[src/rtl/xor_end_tag_tx.sv]
// End-of-permutation XOR stage: applies key / domain-separation XORs to the captured
// state and optionally streams the 128-bit tag (x3, then x4) over valid/ready.
module xor_end_tag_tx #(
  parameter int DOMAIN_SEP_POS = 0,
  parameter int TAG_WORDS      = 2
) (
  input  logic             i_clock,
  input  logic             i_reset,
  input  logic [4:0][63:0] i_state,
  input  logic [127:0]     i_key,
  input  logic             i_valid,
  output logic             o_ready,
  input  logic             i_enable_xor_key,
  input  logic             i_enable_xor_lsb,
  input  logic             i_enable_tag,
  output logic [4:0][63:0] o_state,
  output logic             o_state_valid,
  output logic [63:0]      o_tag_data,
  output logic             o_tag_valid,
  output logic             o_tag_last,
  input  logic             i_tag_ready
);

  typedef enum logic [1:0] {
    IDLE,
    TAG_HI,
    TAG_LO
  } state_t;

  state_t           state;
  state_t           state_next;
  logic             capture;
  logic [4:0][63:0] xored;
  logic [63:0]      sep_mask;

  assign capture  = i_valid && (state == IDLE);
  assign sep_mask = 64'd1 << DOMAIN_SEP_POS;

  always_comb begin
    xored = i_state;
    if (i_enable_xor_key) begin
      xored[3] = xored[3] ^ i_key[127:64];
      xored[4] = xored[4] ^ i_key[63:0];
    end
    if (i_enable_xor_lsb) begin
      xored[4] = xored[4] ^ sep_mask;
    end
  end

  // o_state only changes on an accepted capture, so it doubles as the tag word buffer.
  always_ff @(posedge i_clock) begin
    if (i_reset) begin
      state         <= IDLE;
      o_state       <= '0;
      o_state_valid <= 1'b0;
    end else begin
      state         <= state_next;
      o_state_valid <= capture;
      if (capture) begin
        o_state <= xored;
      end
    end
  end

  always_comb begin
    state_next  = state;
    o_ready     = 1'b0;
    o_tag_valid = 1'b0;
    o_tag_last  = 1'b0;
    o_tag_data  = '0;
    case (state)
      IDLE: begin
        o_ready = 1'b1;
        if (i_valid && i_enable_tag) begin
          state_next = TAG_HI;
        end
      end
      TAG_HI: begin
        o_tag_valid = 1'b1;
        o_tag_data  = o_state[3];
        o_tag_last  = (TAG_WORDS == 1);
        if (i_tag_ready) begin
          state_next = (TAG_WORDS == 2) ? TAG_LO : IDLE;
        end
      end
      TAG_LO: begin
        o_tag_valid = 1'b1;
        o_tag_data  = o_state[4];
        o_tag_last  = 1'b1;
        if (i_tag_ready) begin
          state_next = IDLE;
        end
      end
      default: state_next = IDLE;
    endcase
  end

endmodule

[config.mk]
export PLATFORM = sky130hd
export DESIGN_NAME = xor_end_tag_tx
export DESIGN_NICKNAME = d
export VERILOG_FILES = /design/src/rtl/xor_end_tag_tx.sv
export SDC_FILE = /design/constraint.sdc
export NUM_CORES = 1
export LEC_CHECK = 0
export BUFFER_PORTS_ARGS = -buffer_cell sky130_fd_sc_hd__clkbuf_2
export CAP_MARGIN = 20
export CORE_AREA = 2 2 324 326
export DETAILED_ROUTE_END_ITERATION = 8
export DIE_AREA = 0 0 326 328
export PLACE_DENSITY_LB_ADDON = 0.08
export SYNTH_ARGS = -nofsm -noshare
export SYNTH_HDL_FRONTEND = slang
export SYNTH_SLANG_ARGS = --single-unit
[constraint.sdc]
create_clock -name i_clock -period 4.4 [get_ports i_clock]
set_clock_uncertainty 0.05 [all_clocks]
set_input_delay 0.44 -clock i_clock [delete_from_list [all_inputs] [get_ports i_clock]]
set_output_delay 0.44 -clock i_clock [all_outputs]
set_load 0.01 [all_outputs]
### Word level (Yosys, flattened, before mapping)

Cells that the tools add are included.

| storage, ports and cells | value |
|---|---|
| bits in registers | 323 |
| bits of input ports | 455 |
| logic and storage cells | 30 |
| output and inout port bits | 388 |

| cells by class | value |
|---|---|
| reduce and logical (&&, ||, !) cells | 5 |
| equality and inequality tests | 5 |
| multiplexer cells | 10 |
| bitwise gates (word level) | 3 |

Operators with widths:

| kind | count |
|---|---|
| 128-bit two-way mux | 1 |
| 64-bit one-hot mux with 2 select lines | 1 |
| 64-bit XOR | 2 |
| 2-bit two-way mux | 3 |
| 2-bit one-hot mux with 3 select lines | 1 |
| 1-bit two-way mux | 4 |
| 2-bit != test, second input constant | 2 |
| 3-bit AND reduction | 1 |
| 2-bit by 1-bit equality test with 1-bit output, second input constant | 1 |
| 2-bit equality test, second input constant | 1 |
| 1-bit logical AND | 2 |
| 2-bit logical NOT | 1 |
| 2-bit by 1-bit != test with 1-bit output, second input constant | 1 |
| 2-bit OR reduction | 1 |
| 1-bit inverter | 1 |

### Longest topological paths before layout

Gate-level depths: netlist (run 1).

| logic depth | value |
|---|---|
| depth in word-level cells | 4 |
| mapped depth | 8 |

### Worst setup path before layout (run 1)

No wires, ideal clock.

| timing | value |
|---|---|
| kind | register to output |
| start point | reg state[0] |
| end point | out o_tag_data[0] |
| data required time | 3910 ps |
| cell stages (with the launch flop) | 6 |
| slack | 2449 ps |
| buffers on the path | 2 |
| arrival time | 1461 ps |
| path through | dfxtp_1 inv_1 ha_1 clkbuf_1 clkbuf_1 nor2b_1 |

| on the way | value |
|---|---|
| word-level cells in the longest chain between the ends | 2 |

RTL lines:

| element | RTL line | text |
|---|---|---|
| from (decl) | 30 | `state_t state;` |
| from (signal assigned) | 57 | `state <= state_next;` |
| 2-bit equality test / 2-bit by 1-bit equality test with 1-bit output (equally long branches) | 71 | `case (state)` |
| 64-bit one-hot mux with 2 select lines * | 71 |  |
| to (decl) | 18 | `output logic [63:0] o_tag_data,` |

Every way passes the cells marked *; elsewhere a longest branch is shown, timed or not.

### Worst setup path after layout (run 1)

| timing | value |
|---|---|
| start point | reg state[0] |
| end point | out o_tag_data[58] |

Same word-level chain as after synthesis.

==> metrics.md, run 1 <==
| Metric | Value |
|---|---|
| Cell variety after synth | `26` |
| Fin Setup TNS | `0 ns` |
| Post-route ant nets | `0` |
| Later-pin clock latency in the skew report | `0.61 ns` |
| Buf+Inv Stages, Crit Path | `2` |
| Arrival time at the worst endpoint | `2.83 ns` |
| Via/cell ratio | `3.759` |
| Slew Viols, Final | `0` |
| Slew @ Worst Pin | `0.9850 ns` |
| Fin crit share | `0.7537` |
| Mapped Area | `14180 µm²` |
| CTS tree | `done` |
| Syn nets | `2165` |
| Core area | `103200 µm²` |
| Sequential share of the synthesized area | `0.4561` |
| Critical path fanouts, max | `65` |
| Clk buf depth | `3` |
| Average size of a mapped cell | `8.321 µm²` |
| Most frequent cells in the layout | `clkbuf_2, nand2_1, dfxtp_1, a21oi_1, dlygate4sd3_1` |
| Status | `complete, no violations` |
| Hold Path Class | `in -> reg` |
| Clock Sinks | `323` |
| Reg clk slew, reported paths | `0.06 ns` |
| Die Wd | `326 µm` |
| Vias | `15320` |
| Io pins | `843` |
| Filler cells | `11650` |
| Slowest-stage cell, CP | `ha_4` |
| Crit end category | `primary output` |
| Fin nets | `3123` |
| Nature of the critical path startpoint | `flip-flop` |
| Type of the worst setup path | `reg -> out` |
| Max_cap viols | `0` |
| Commonest non-fill, non-tap cell in the layout | `clkbuf_2` |
| Starting Density | `0.1374` |
| Sw Share | `0.3830` |
| Root buf cell | `clkbuf_16` |
| DIE HEIGHT | `328 µm` |
| Hold Fails Final Rpt | `0` |
| Reg2Reg Setup Slack | `1.82 ns` |
| Area share of the largest cell type after synthesis | `0.4561` |
| IO buf count | `842` |
| Leading area contributor after synthesis | `dfxtp_1` |
| Largest net degree at the start of global routing | `103` |
| Synth Register Bits | `323` |
| Total die area | `106900 µm²` |
| Sequential share of power | `0.343` |
| DRT iter0 DRCs | `538` |
| Grt ovf | `0` |
| Pwr per Cell Area | `501.7 nW/µm²` |
| Fmax achieved | `301.6 MHz` |
| WL per Instance | `18.79 µm` |
| Hpwl dp | `58740 µm` |
| All-layer global routing usage | `0.1365` |
| Hold_ws | `0.05893 ns` |
| Tmin final | `3.316 ns` |
| Row count | `118` |
| Final Util | `0.2239` |
| CP Cell Sequence | `inv_1 > ha_4 > a22oi_1 > nor2b_1 > clkbuf_2` |
| Share of cells above drive strength 1 | `0.3889` |
| Worst endpoint required time | `3.91 ns` |
| Top layer used by detailed routing | `met5` |
| # DRC | `0` |
| Router iterations before antenna repair | `6` |
| Internal power | `7154 µW` |
| Largest stage delay, worst path | `0.79 ns` |
| WL met1 | `29270 µm` |
| Comb pwr share | `0.341` |
| GPL Wtd Cong | `0.8685` |
| CTS buffer count | `46` |
| RSZ-0062 raised after global routing | `false` |
| DR WL met3 | `5940 µm` |
| Post-Route WL | `76580 µm` |
| Clock power frac | `0.315` |
| Peak VDD IR | `250.5 µV` |
| First-pass GRT wire length | `107900 µm` |
| Post-CTS Setup Bufs | `0` |
| Number of global-route vias before repair | `15770` |
| YS warnings | `0` |
| Cells after Synth | `1704` |
| Largest cells by area after synthesis | `dfxtp_1, nand2_1, a211oi_2` |
| Worst slew margin | `0.3433` |
| Layout area overhead | `62.99%` |
| Largest delay share family, worst path | `adder cells` |
| Sw power | `4440 µW` |
| # setup viols final | `0` |
| Met2 wire length | `39500 µm` |
| Antenna violations before repair | `6` |
| Pleak | `0.01011 µW` |
| H-tree depth reported by CTS | `2` |
[sequential cells by signal (all words and copies together) (netlist names)]
| signal | count |
|---|---|
| o_state | 320 |
| o_state_valid | 1 |
| state | 2 |
[worst min-delay path, delay by kind of cell]
kind	cells	cell delay [ns]
AOI/OAI and AO/OA	1	0.06
buffers and inverters	1	0.08
and+or+nand+nor	1	0.08
[power by group through the flow]
stage	Combinational (µW)	Clock (µW)	Sequential, µW
2_1_floorplan	2010	0	4120
3_3_place_gp	3910	0	4050
3_5_place_dp	3930	0	4060
4_1_cts	4080	3880	4000
5_1_grt	4380	3970	4060
6_report	3960	3660	3980
[final timing paths]
kind | from | to | cells after the start
setup reg to reg | state[0] | o_state[262] | 6
hold / removal | i_state[68] | o_state[68] | 3
hold reg to reg | o_state[34] | o_state[34] | 2
setup / recovery | state[0] | o_tag_data[58] | 5
[what timing repair did]
| item | CTS | global route |
|---|---|---|
| hold buffers | 187 | 0 |
| resized for setup | 0 | 0 |
| hold endpoints to repair | 187 | 0 |
| setup endpoints to repair | 0 | 0 |
[per-layer routing]
layer  up-vias  GRT usage
li1       7553          -
met4         4    0.03667
met1      7138     0.1483
met5         -          0
met2       530     0.2494
met3        91    0.04825
[area by class of cell]
class                      instances  area (µm²)  area share
tap                             1380        1727     0.07472
inverter                           2       7.507   0.0003249
antenna                            3       7.507   0.0003249
clock buffer                      66        1308     0.05658
multi-input combinational       1237        7078      0.3063
timing repair buffer            1052        6371      0.2757
sequential                       323        6466      0.2798
clock inverter                    12       145.1    0.006280
[synthesized netlist by cell type]
master	count
nand2_1	514
dfxtp_1	323
a21oi_1	194
nor2_1	128
xor2_1	128
a211oi_2	110
buf_2	75
a22oi_1	64
nor2b_1	64
clkbuf_1	48
a211oi_1	17
buf_1	10
buf_4	7
ha_1	6
nand3_1	3
inv_1	2
o21ai_0	2
a21bo_2	1
a21boi_0	1
a31oi_1	1
and2_1	1
buf_6	1
clkbuf_4	1
o21ba_2	1
o21bai_1	1
or3_1	1
[metrics by stage]
stage / worst slack, ns / cell area, µm² / instances / total power (µW)
finish: 1.084 / 23110 / 4075 / 11590
CTS: 0.8972 / 23080 / 4071 / 11960
detailed placement: 1.614 / 19760 / 3806 / 7985
global route: 0.8592 / 23100 / 4072 / 12410
global placement: 1.629 / 19760 / 3806 / 7963
floorplan: 2.449 / 14180 / 1704 / 6131
[kinds of logic after synthesis]
kind of cell               Yosys count  share of synthesized area
xor gates and xnor gates           128                    0.07907
adders and majority gates            6                   0.005295
buffers and inverters              144                    0.04739
and+or+nand+nor                    711                     0.2001
DFF                                323                     0.4561
AOI/OAI and AO/OA                  392                     0.2121
Power figures use the tool's default switching activity.
==> run 2, diff against run 1 <==
--- a/config.mk
+++ b/config.mk
@@ -5,11 +5,12 @@
 export SDC_FILE = /design/constraint.sdc
 export NUM_CORES = 1
 export LEC_CHECK = 0
+export ABC_AREA = 1
 export BUFFER_PORTS_ARGS = -buffer_cell sky130_fd_sc_hd__clkbuf_2
 export CAP_MARGIN = 20
-export CORE_AREA = 2 2 324 326
+export CORE_AREA = 2 2 332 334
 export DETAILED_ROUTE_END_ITERATION = 8
-export DIE_AREA = 0 0 326 328
+export DIE_AREA = 0 0 334 336
 export PLACE_DENSITY_LB_ADDON = 0.08
 export SYNTH_ARGS = -nofsm -noshare
 export SYNTH_HDL_FRONTEND = slang
==> constraint.sdc (replaced) <==
create_clock -name i_clock -period 2.8 [get_ports i_clock]
set_clock_uncertainty 0.05 [all_clocks]
set_input_delay 0.28 -clock i_clock [delete_from_list [all_inputs] [get_ports i_clock]]
set_output_delay 0.28 -clock i_clock [all_outputs]
set_load 0.01 [all_outputs]
==> run 2 against run 1 <==
Synthesized cell count is 4.4% higher. Cell count is 9.1% higher. Sequential share of layout area is 2.2 points lower. Flip-flop and latch count stayed put. Largest cell class is now buffers.
==> metrics.md, run 2 <==
| Metric | Value |
|---|---|
| Status | `complete, no violations` |
| All-layer global routing usage | `0.1295` |
| Clk buf depth | `3` |
| Most frequent cells in the layout | `clkbuf_2, dlygate4sd3_1, nor2_1, dfxtp_1, nand2_1` |
| Reg-to-reg startpoint | `state[0]` |
| Cell variety after synth | `20` |
| RSZ-0062 raised after global routing | `false` |
| Fin Setup TNS | `0 ns` |
| Average size of a mapped cell | `7.693 µm²` |
| Cells after Synth | `1779` |
| Antenna violations before repair | `10` |
| DRT iter0 DRCs | `487` |
| Number of global-route vias before repair | `16970` |
| Post-synth EDFFs | `0` |
| Tmin final | `2.614 ns` |
| Leading area contributor after synthesis | `dfxtp_1` |
| Fmax achieved | `382.6 MHz` |
| GPL Wtd Cong | `0.8050` |
| Peak VDD IR | `364.8 µV` |
| Slew Viols, Final | `0` |
| Critical path fanouts, max | `34` |
| YS warnings | `0` |
| Count leader, synth | `nor2_1` |
| Largest net degree at the start of global routing | `125` |
| Async S/R FF share, synth | `0` |
| Share of cells above drive strength 1 | `0.3166` |
| Final Util | `0.2311` |
| Top reg by flops | `o_state` |
| Pleak | `0.01137 µW` |
| Router iterations before antenna repair | `4` |
| CTS buffer count | `44` |
| Layout area overhead | `83.07%` |
| Row count | `121` |
| Pwr per Cell Area | `818.7 nW/µm²` |
| First-pass GRT wire length | `109500 µm` |
| Die Wd | `334 µm` |
| Worst endpoint required time | `2.47 ns` |
| Arrival time at the worst endpoint | `2.28 ns` |
| Slowest-stage cell, CP | `dfxtp_2` |
| Synth Flop Type | `dfxtp_1` |
| Worst slew margin | `0.5504` |
| Top post-synthesis cells by count | `nor2_1, dfxtp_1, nand2_1, o21ai_0, a21oi_1` |
| Mapped Area | `13690 µm²` |
| Vias | `16470` |
| Io pins | `843` |
| Core area | `108400 µm²` |
| WL per Instance | `16.99 µm` |
| IO buf count | `842` |
| Critical Path Source | `state[0]` |
| Hold Fails Final Rpt | `0` |
| Type of the worst setup path | `reg -> out` |
| Worst setup margin | `0.1864 ns` |
| Area of the multi-input gates | `6282 µm²` |
| Later-pin clock latency in the skew report | `0.60 ns` |
| Max FFs per register | `320` |
| H-tree depth reported by CTS | `2` |
| DIE HEIGHT | `336 µm` |
| Slew @ Worst Pin | `0.6744 ns` |
| Register area | `6469 µm²` |
| Root buf cell | `clkbuf_16` |
| Hold_ws | `0.03083 ns` |
| Fin nets | `3459` |
| CP Cell Sequence | `inv_1 > ha_1 > clkinv_4 > buf_8 > a21oi_1 > clkbuf_2` |
| Syn nets | `2240` |
| Starting Density | `0.1263` |
| Post-Route WL | `75580 µm` |
| Grt ovf | `0` |
| Synth Register Bits | `323` |
| Commonest non-fill, non-tap cell in the layout | `clkbuf_2` |
| Largest regs | `o_state: 320 flops, state: 2 flops, o_state_valid: 1 flops` |
| # DRC | `0` |
| Sequential share of the synthesized area | `0.4725` |
| Hold Path Class | `in -> reg` |
| Largest stage delay, worst path | `0.37 ns` |
| Reg clk slew, reported paths | `0.06 ns` |
| Worst hold start | `i_state[30]` |
| Via/cell ratio | `3.704` |
| CTS tree | `done` |
| Hpwl dp | `57700 µm` |
| Max_cap viols | `0` |
| Post-route ant nets | `0` |
| Place WS | `0.4756 ns` |
| Clock Sinks | `323` |
| Area share of the largest cell type after synthesis | `0.4725` |
| Total die area | `112200 µm²` |
| Nature of the critical path startpoint | `flip-flop` |
| Filler cells | `12220` |
| # setup viols final | `0` |
| Fin crit share | `0.9334` |
| Crit end category | `primary output` |
| Largest cells by area after synthesis | `dfxtp_1, nor2_1, xor2_1` |
## run 2: cell types whose count changed in the layout (fill, tap and decap cells not counted), sizes merged, moves of 64 or more
cell	change
a211oi	-127
a22oi	-64
dlygate4sd3	+240
nand2	-248
nor2	+261
nor2b	-64
o21ai	+317
## run 2: worst max-delay path: cells and delay by family, from the launching register on
family	cells	cell delay, ns
buffers and inverters	4	0.67
AOI/OAI and AO/OA	1	0.20
adders and majority gates	1	0.37
DFF	1	0.37
## run 2: layout make-up
type                            instances  area share
Inverter                               11    0.002647
Tap cell                             1414     0.07062
Timing Repair Buffer                 1312      0.3587
Sequential cell                       323      0.2582
Clock inverter                         11    0.006542
Multi-Input combinational cell       1306      0.2507
Clock buffer                           69     0.05249
Antenna cell                            1  0.00009988
## run 2: what timing repair did
item,CTS,global route
endpoints found under the setup margin,43,36
gates resized for setup,3,3
pin swaps,1,0
hold buffers,427,0
buffers inserted,6,0
hold endpoints to repair,319,0
cloned,0,0
## run 2: logic make-up (layout without fill, tap and decap cells)
family | Yosys count | count (layout) | synth area share
flops | 323 | 323 | 0.4725
other cells | 0 | 1 | 0
xor+xnor | 127 | 127 | 0.08128
buf+inv | 150 | 1403 | 0.07095
compound gates | 513 | 513 | 0.1878
simple gates | 660 | 660 | 0.1820
fa+ha+maj | 6 | 6 | 0.005485
## run 2: worst paths after layout
kind | to | slack (ns) | depth (start not counted)
setup / recovery | o_tag_data[5] | 0.19 | 6
hold / removal | o_state[30] | 0.03 | 3
setup reg to reg | o_state[256] | 0.49 | 8
hold reg to reg | o_state[7] | 0.43 | 2
## run 2: metrics by stage
step / instance area (µm²) / total power [µW] / cells
floorplan: 13690 / 10730 / 1779
global placement: 19220 / 14300 / 3933
detailed placement: 19220 / 14320 / 3933
CTS: 25050 / 21090 / 4446
global route: 25050 / 22060 / 4446
finish: 25050 / 20510 / 4447
## run 2: where the power goes
part | leakage [µW] | internal [µW] | switching [µW]
Sequential | 0.00267 | 5850 | 927
Combinational | 0.00797 | 3000 | 4890
Clock | 0.000727 | 3510 | 2330
Total | 0.0114 | 12400 | 8150
## run 2: layer usage
layer,global-route usage,up-vias,part of all wire
met1,0.1547,7503,0.42
met3,0.03864,106,0.072
met2,0.2225,613,0.48
met5,0,-,0.00074
li1,-,8238,-
met4,0.03949,10,0.027
==> run 3, diff against run 2 <==
--- a/config.mk
+++ b/config.mk
@@ -12,6 +12,7 @@
 export DETAILED_ROUTE_END_ITERATION = 8
 export DIE_AREA = 0 0 334 336
 export PLACE_DENSITY_LB_ADDON = 0.08
+export SETUP_SLACK_MARGIN = 0.5
 export SYNTH_ARGS = -nofsm -noshare
 export SYNTH_HDL_FRONTEND = slang
 export SYNTH_SLANG_ARGS = --single-unit
==> run 3 against run 2 <==
Die area stayed put. Register-to-register slack better by 0.26 ns. Non-clock buffer count is 36 higher. Via count is 1.6% higher. Routed wire length is 6.2% higher. Cell count is 0.81% higher. Critical path depth is 1 higher. Flip-flop and latch count stayed put. Critical path type unchanged. Largest power group unchanged.
==> metrics.md, run 3 (synthesized netlist as in run 2, its figures left out) <==
| Metric | Value |
|---|---|
| Reg-to-reg startpoint | `state[0]` |
| Filler cells | `12080` |
| Reg2Reg Setup Slack | `0.75 ns` |
| Starting Density | `0.1263` |
| Slew @ Worst Pin | `0.6839 ns` |
| Reg clk slew, reported paths | `0.06 ns` |
| DIE HEIGHT | `336 µm` |
| Clk buf depth | `3` |
| Antenna violations before repair | `7` |
| Io pins | `843` |
| Share of cells above drive strength 1 | `0.3670` |
| # DRC | `0` |
| Worst slew margin | `0.5441` |
| Reg2reg end | `o_state[256]` |
| Number of global-route vias before repair | `17360` |
| GPL Wtd Cong | `0.8050` |
| Type of the worst setup path | `reg -> out` |
| DRT iter0 DRCs | `507` |
| Later-pin clock latency in the skew report | `0.60 ns` |
| Router iterations before antenna repair | `5` |
| H-tree depth reported by CTS | `2` |
| Max FFs per register | `320` |
| Core area | `108400 µm²` |
| Hpwl dp | `57700 µm` |
| Critical Path Source | `state[0]` |
| CTS tree | `done` |
| Top reg by flops | `o_state` |
| WL per Instance | `17.91 µm` |
| IO buf count | `842` |
| Die Wd | `334 µm` |
| Fin nets | `3495` |
| Post-Route WL | `80280 µm` |
| Largest regs | `o_state: 320 flops, state: 2 flops, o_state_valid: 1 flops` |
| Most frequent cells in the layout | `clkbuf_2, dlygate4sd3_1, nor2_1, dfxtp_1, o21ai_0` |
| Hold_ws | `0.03155 ns` |
| Worst endpoint required time | `2.47 ns` |
| Reg2Reg Depth | `8` |
| # setup viols final | `0` |
| Tmin final | `2.375 ns` |
| Fmax achieved | `421.0 MHz` |
| Total die area | `112200 µm²` |
| Root buf cell | `clkbuf_16` |
| Pleak | `0.01230 µW` |
| Pwr per Cell Area | `857.4 nW/µm²` |
| Crit end category | `primary output` |
| Nature of the critical path startpoint | `flip-flop` |
| Fin Setup TNS | `0 ns` |
| Via/cell ratio | `3.733` |
| Arrival time at the worst endpoint | `2.05 ns` |
| Grt ovf | `0` |
| Layout area overhead | `94.19%` |
| Post-route ant nets | `0` |
| Status | `complete, no violations` |
| Row count | `121` |
| Critical path fanouts, max | `7` |
| Largest net degree at the start of global routing | `125` |
| First-pass GRT wire length | `113400 µm` |
| Worst Setup EP | `o_tag_data[5]` |
| Clock Sinks | `323` |
| Fin crit share | `0.8483` |
| Slew Viols, Final | `0` |
| CTS buffer count | `44` |
| All-layer global routing usage | `0.1351` |
| Hold Fails Final Rpt | `0` |
| RSZ-0062 raised after global routing | `true` |
| Commonest non-fill, non-tap cell in the layout | `clkbuf_2` |
| Max_cap viols | `0` |
| Peak VDD IR | `394.8 µV` |
| Hold Path Class | `in -> reg` |
| Vias | `16730` |
[run 3: cell count changes in the layout (fill, tap and decap cells not counted), moves of 9 or more]
cell and delta:
buf_16 +12, a21oi_1 -59, buf_12 +12, nand2_4 +43, nand2_1 -68, buf_2 +38, a21oi_2 +56, buf_4 +9
nand2_2 +24, clkbuf_2 -51
[run 3: per-layer routing]
layer,track usage,share of wire,vias up
met5,0,0.00075,-
met4,0.04083,0.026,10
met3,0.03945,0.067,110
met2,0.2326,0.48,600
met1,0.1617,0.42,7694
li1,-,-,8319
[run 3: per-stage QoR]
stage          area, µm²  utilization  setup WS [ns]  std cells  total power (µW)
2_1_floorplan      13690            -          1.074       1779             10730
3_3_place_gp       19220       0.1774         0.5527       3933             14300
3_5_place_dp       19220       0.1774         0.4756       3933             14320
4_1_cts            26080       0.2406         0.3583       4471             22710
5_1_grt            26570       0.2451         0.3144       4482             24360
6_report           26580       0.2452         0.4247       4483             22780
[run 3: power by group]
part / leakage (µW) / switching [µW] / internal (µW)
sequential: 0.00268 / 1050 / 5850
combinational: 0.00890 / 5810 / 4210
clock: 0.000727 / 2350 / 3510
total: 0.0123 / 9210 / 13600
[run 3: worst max-delay path, cell delays in order (launching register included)]
cell	delay (ns)
dfxtp_4	0.37
inv_6	0.08
ha_4	0.15
buf_12	0.18
buf_16	0.18
nand2_2	0.12
a21oi_2	0.15
clkbuf_2	0.16
[run 3: layout make-up]
cell class	count	area, µm²	share of cell area
Antenna cell	1	2.502	0.00009416
Clock buffer	69	1315	0.04948
Clock inverter	11	163.9	0.006168
Inverter	11	83.83	0.003154
Multi-Input combinational cell	1306	6938	0.2611
Sequential cell	323	6474	0.2436
Tap cell	1414	1769	0.06657
Timing Repair Buffer	1348	9829	0.3699
[run 3: timing repair]
item,CTS,global route
resized for setup,165,130
gates cloned,10,5
pin swaps,62,47
buffers inserted,21,6
endpoints found under the setup margin,64,64
endpoints found under the hold margin,319,0
hold buffers,427,0
[run 3: worst min path at each step]
stage	startpoint	end	slack, ns	cells after the start
after floorplan	i_reset	o_state_valid	0.30	1
after detailed placement	o_state[167]	o_state[167]	0.42	2
final	i_key[57]	o_state[313]	0.03	4
after global routing	i_key[48]	o_state[304]	0.02	4
after CTS	i_key[48]	o_state[304]	0.00001	4
after global placement	o_state[78]	o_state[78]	0.42	2
